### config.mk
export PLATFORM = sky130hd
export DESIGN_NAME = bit_ctrl_deadtime
export DESIGN_NICKNAME = d
export VERILOG_FILES = /design/src/rtl/bit_ctrl_deadtime.sv
export SDC_FILE = /design/constraint.sdc
export NUM_CORES = 1
export LEC_CHECK = 0
export BUFFER_PORTS_ARGS = -buffer_cell sky130_fd_sc_hd__buf_2
export CAP_MARGIN = 20
export CORE_MARGIN = 8
export CORE_UTILIZATION = 58
export DETAILED_ROUTE_END_ITERATION = 6
export HOLD_SLACK_MARGIN = 0.12
export PLACE_DENSITY = 0.84
export SLEW_MARGIN = 15
export SYNTH_ARGS = -nofsm -noshare
export SYNTH_HDL_FRONTEND = slang
export SYNTH_SLANG_ARGS = --single-unit
export TNS_END_PERCENT = 100
### constraint.sdc
create_clock -name clk -period 3.3 [get_ports clk]
set_clock_uncertainty 0.05 [all_clocks]
set_input_delay 0.66 -clock clk [delete_from_list [all_inputs] [get_ports clk]]
set_output_delay 0.66 -clock clk [all_outputs]
set_load 0.02 [all_outputs]
### src/rtl/bit_ctrl_deadtime.sv
// Break-before-make output stage: turn-offs pass straight through, turn-ons wait
// out a DEAD_CYCLES window, and committed pattern changes are counted.
module bit_ctrl_deadtime #(
  parameter int WIDTH       = 8,
  parameter int DEAD_CYCLES = 4
) (
  input  logic             clk,
  input  logic             reset_n,
  input  logic [WIDTH-1:0] pat_in,
  output logic [WIDTH-1:0] out_drv,
  output logic             busy,
  output logic [7:0]       change_cnt
);

  localparam logic [7:0] DEAD_LOAD = 8'(DEAD_CYCLES - 1);

  typedef enum logic {IDLE, DEAD} state_t;

  state_t           state_q, state_d;
  logic [WIDTH-1:0] cur_q, cur_d;
  logic [WIDTH-1:0] tgt_q, tgt_d;
  logic [WIDTH-1:0] out_q, out_d;
  logic [7:0]       timer_q, timer_d;
  logic             busy_q, busy_d;
  logic [7:0]       cnt_q, cnt_d;

  always_ff @(posedge clk or negedge reset_n) begin
    if (!reset_n) begin
      state_q <= IDLE;
      cur_q   <= '0;
      tgt_q   <= '0;
      out_q   <= '0;
      timer_q <= '0;
      busy_q  <= 1'b0;
      cnt_q   <= '0;
    end else begin
      state_q <= state_d;
      cur_q   <= cur_d;
      tgt_q   <= tgt_d;
      out_q   <= out_d;
      timer_q <= timer_d;
      busy_q  <= busy_d;
      cnt_q   <= cnt_d;
    end
  end

  always_comb begin
    state_d = state_q;
    cur_d   = cur_q;
    tgt_d   = tgt_q;
    out_d   = out_q;
    timer_d = timer_q;
    busy_d  = busy_q;
    cnt_d   = cnt_q;
    case (state_q)
      IDLE: begin
        if (pat_in != cur_q) begin
          if ((pat_in & ~cur_q) == '0) begin
            out_d = pat_in;
            cur_d = pat_in;
            cnt_d = cnt_q + 8'd1;
          end else begin
            // Keep only bits that stay on; new bits wait for the window.
            out_d   = cur_q & pat_in;
            tgt_d   = pat_in;
            timer_d = DEAD_LOAD;
            busy_d  = 1'b1;
            state_d = DEAD;
          end
        end
      end
      DEAD: begin
        if (pat_in != tgt_q) begin
          // Retarget drops any bit no longer requested and restarts the window.
          tgt_d   = pat_in;
          out_d   = out_q & pat_in;
          timer_d = DEAD_LOAD;
        end else if (timer_q != 8'd0) begin
          timer_d = timer_q - 8'd1;
        end else begin
          out_d   = tgt_q;
          cur_d   = tgt_q;
          cnt_d   = cnt_q + 8'd1;
          busy_d  = 1'b0;
          state_d = IDLE;
        end
      end
      default: state_d = IDLE;
    endcase
  end

  assign out_drv    = out_q;
  assign busy       = busy_q;
  assign change_cnt = cnt_q;

endmodule
Word level (Yosys, flattened, before mapping)
Cells that the tools add are included.
Word-level totals
  register bits: 42
  output and inout port bits: 17
Operators by class
  add/sub/neg operators: 2
  reductions and logical operators: 7
  equal/unequal tests: 10
  bitwise operators: 5
  multiplexer cells: 33
Operators by type and width (number)
  two-way mux 8 bit: 18
  case mux 8 bit (2 select lines): 5
  bitwise AND 8 bit: 3
  != test 8 bit: 2
  != test 2 bit (second input constant): 5
  adder 8 x 1 -> 8 bit (second input constant): 1
  zero test 8 bit: 1
  two-way mux 1 bit: 8
  inverter 8 bit: 1
  AND reduction 4 bit: 2
  nonzero test 8 bit: 1
  subtractor 8 x 1 -> 8 bit (second input constant): 1
  AND reduction 3 bit: 2
  case mux 1 bit (2 select lines): 2
  != test 3 x 1 -> 1 bit (second input constant): 1
  != test 3 bit (second input constant): 1
  != test 2 x 1 -> 1 bit (second input constant): 1
  AND reduction 2 bit: 1
  inverter 1 bit: 1

Depth between registers and ports, before layout
  depth in word-level cells: 6
  gate-level depth with buffers: 9
  mapped depth without buffers: 7

Least setup slack after synthesis
No wires, ideal clock.
  path type: reg2reg
  from: register timer_q[0]
  to: register cnt_q[1], in the netlist change_cnt[1]
  required time: 3125 ps
  slack: 709 ps
  path buffers: 2
  stages on the path, launching flop included: 10
  period minus slack after synthesis: 2591 ps
  arrival: 2416 ps
  path through: dfrtp_1 -> inv_1 -> ha_1 -> or4b_4 -> or4_4 -> and4bb_1 -> buf_4 -> or2_1 -> buf_6 -> mux2_4
Between the ends
  word-level cells in the longest chain between the ends: 3
RTL lines
  from (decl): RTL line 23  | logic [7:0] timer_q, timer_d;
  from (signal assigned): RTL line 41  | timer_q <= timer_d;
  nonzero test 8 bit: RTL line 78  | end else if (timer_q != 8'd0) begin
  != test 2 bit (no source line)
  AND reduction 4 bit (no source line)
  to (signal assigned): RTL line 43  | cnt_q <= cnt_d;
  to (decl): RTL line 25  | logic [7:0] cnt_q, cnt_d;
Every way passes these cells.
A chain may end at the register's enable or synchronous reset.

Worst setup path after layout
Same ends and word-level chain as after synthesis.

==> results_dict.tcl <==
set metrics [dict create \
    hold_slack_ns 0.437 \
    yosys.area.top_type "dfrtp_1" \
    path_max_fanout 8 \
    antenna_found_initial 0 \
    synth_seq_area_share_pct 44.5 \
    synth_warnings 0 \
    relSlewSlack_pct 37.1 \
    layout-drive-gt1-share_pct 21.5 \
    grt-ovfl-total 0 \
    synth-edff-count 0 \
    nNetsFinal 273 \
    cts_max_level 2 \
    power.density_nw_per_um2 349 \
    final_cells 296 \
    synth-simple-area-share_pct 11.7 \
    end_kind "flop" \
    cts_tree "yes" \
    cpMaxStageDelayCell "or4b_4" \
    drc 0 \
    wire_per_inst_um 17.7 \
    async_reset_ff_share_pct 100 \
    gp_congestion 0.807 \
    track_usage_pct 17.5 \
    max_cap_viol_count 0 \
    fin_ws_ns 0.507 \
    die_area_um2 6370 \
    synthTopCellsByArea "dfrtp_1 (44%), ha_1 (9.5%), mux2_2 (4.3%)" \
    p_comb_share_pct 5.4 \
    swShare_pct 23.4 \
    fin_crit_ns 2.79 \
    vias_per_cell 6.08 \
    synth_cell_types 39 \
    vdd_drop_max_uv 227 \
    die_h_um 79.8 \
    ys.flop_type "dfrtp_1" \
    std_cell_rows 23 \
    post_cts_buffers 0 \
    wirelength_um 5230 \
    cts-hold-fix-buffers 0 \
    r2r-start "timer_q[0]" \
    worstPathRequired_ns 3.44 \
    p_clk_share_pct 37.6 \
    cp_cell_sequence "inv_1 > ha_1 > or4b_4 > or4_4 > and4bb_1 > or2_1 > mux2_4" \
    synth_compound_area_share_pct 14.6 \
    setup_viol 0 \
    insertion_delay_ns 0.30 \
    dr_total_vias 1799 \
    io_pins 27 \
    synth_common_cells "dfrtp_1 (42), inv_1 (19), ha_1 (18)" \
    status "complete, no violations" \
    p_seq_share_pct 57.0 \
    power_leakage_nw 1.29 \
    hold_viol 0 \
    grt_pass1_wl_um 8940 \
    io_buffers 26 \
    n_antenna_cell 0 \
    grt_pass1_vias 1896 \
    yosysTopAreaCellShare_pct 44.5 \
    p_total_mw 0.925 \
    yosysMostFrequentCell "dfrtp_1" \
    cp-start-kind "flop" \
    synth_top_family_by_area "compound AO/OA/AOI/OAI gates" \
    p_switching_mw 0.217 \
    cts.sinks 42 \
    cts-root-buf "clkbuf_8" \
    grt_max_degree 43 \
    area.growth.synth_to_final_pct 12.1 \
    first_pass_iters 4 \
    drt_iter0_drc 116 \
    worst_slew_pin_slew_ns 0.943 \
    final_max_slew_viol_count 0 \
    start_util_pct 59.5 \
    cts_max_path_buffers 2 \
    netlist_area_um2 2360 \
    p_int_mw 0.708 \
    core-area_um2 3970 \
    hp-class "in2async" \
    syn_nets 242 \
    syn_inst 214 \
    synth_xor_area_share_pct 6.30 \
    die_w_um 79.8 \
    muxShareOfSynthArea_pct 8.32 \
    pre_cts_slack_ns 0.515 \
    synthAdderAreaFrac_pct 9.53 \
    fin_tns_setup_ns 0 \
    min_period_over_period_pct 84.6 \
    cts_resized 0 \
    ant_nets 0 \
    fmax_mhz 358 \
    hpwl_um 3550 \
    syn_area_per_cell_um2 11.0 \
    ys_ff_latch 42 \
    crit_start "timer_q[0]" \
    cts_buffers 5 \
    cpPeakStageDelay_ns 0.51 \
    critical_path_arrival_ns 2.93 \
    grt_setup_unrepaired "no" \
    dpl.cell_count 288 \
    clkSlewWorstSetupHoldPaths_ns 0.08 \
    criticalPathCategory "reg2reg" \
]
-- per-stage QoR --
stage          cell area [um^2]  utilization, %
2_1_floorplan              2360               -
3_5_place_dp               2560            64.4
6_report                   2650            66.7
5_1_grt                    2650            66.7
3_3_place_gp               2560            64.4
4_1_cts                    2650            66.7
-- layer usage --
| metal | GRT usage, % | vias up | share of wire [%] |
|---|---|---|---|
| li1 | - | 852 | - |
| met1 | 21.6 | 894 | 46 |
| met2 | 28.9 | 46 | 48 |
| met3 | 4.73 | 7 | 5.0 |
| met4 | 5.09 | 0 | 1.3 |
| met5 | 0 | - | 0 |
-- sequential cells by signal, summed over array words and instances (netlist names) --
signal      count
busy            1
change_cnt      8
cur_q           8
out_drv         8
state_q         1
tgt_q           8
timer_q         8
-- kinds of logic after synthesis --
kind of cell	count (synthesis)
AND/OR/NAND/NOR	47
AO/OA/AOI/OAI	44
flip-flops	42
buffers and inverters	28
multiplexers	18
adder cells (fa/ha/maj)	18
XOR/XNOR	17
-- power by group through the flow --
stage | Combinational (mW) | Clock [mW] | Sequential, mW
final | 0.0500 | 0.348 | 0.527
after floorplan | 0.0219 | 0 | 0.536
after global routing | 0.0581 | 0.375 | 0.528
after detailed placement | 0.0506 | 0 | 0.537
after global placement | 0.0495 | 0 | 0.537
after CTS | 0.0512 | 0.352 | 0.527
-- cells in the final DEF (no fill, tap or decap), types with 2 or more instances in the layout --
cell,instances
dfrtp_1,42
buf_2,26
inv_1,19
ha_1,18
nor3_1,12
nand3_1,12
xor2_1,9
mux2_2,9
o2bb2ai_1,9
mux2i_1,8
a21oi_1,8
xnor2_1,8
a221o_1,8
buf_4,7
clkbuf_8,6
nand4_1,4
o22ai_1,4
and2_1,3
nor2_1,3
o21ai_0,3
o211ai_1,3
o221ai_1,3
nor4_1,2
or4_1,2
nand2_1,2
o2111ai_1,2
-- final timing paths --
check | end | slack [ns] | depth (start not counted)
worst max-delay path | change_cnt[1] | 0.51 | 7
worst min-delay path | change_cnt[3] | 0.44 | 1
worst max register to register | change_cnt[1] | 0.51 | 7
worst min register to register | change_cnt[5] | 0.44 | 1
max in group asynchronous | tgt_q[2] | 2.16 | 1
min in group clk | change_cnt[5] | 0.44 | 1
-- critical path, delay by kind of cell (launching register included) --
| family | cells | cell delay, ns |
|---|---|---|
| DFF | 1 | 0.41 |
| adders and majority gates | 1 | 0.20 |
| muxes | 1 | 0.31 |
| buffers and inverters | 1 | 0.07 |
| and+or+nand+nor | 4 | 1.66 |
-- cell type report --
cell class | count | area, um^2
clock buffers | 7 | 86.3
clock inverters | 1 | 5.00
fillers | 310 | 1320
inverters | 19 | 71.3
multi-input cells | 144 | 1190
flip-flops and latches | 42 | 1050
well taps | 50 | 62.6
repair buffers | 33 | 183
No activity file was read; power rests on OpenSTA's default activity.
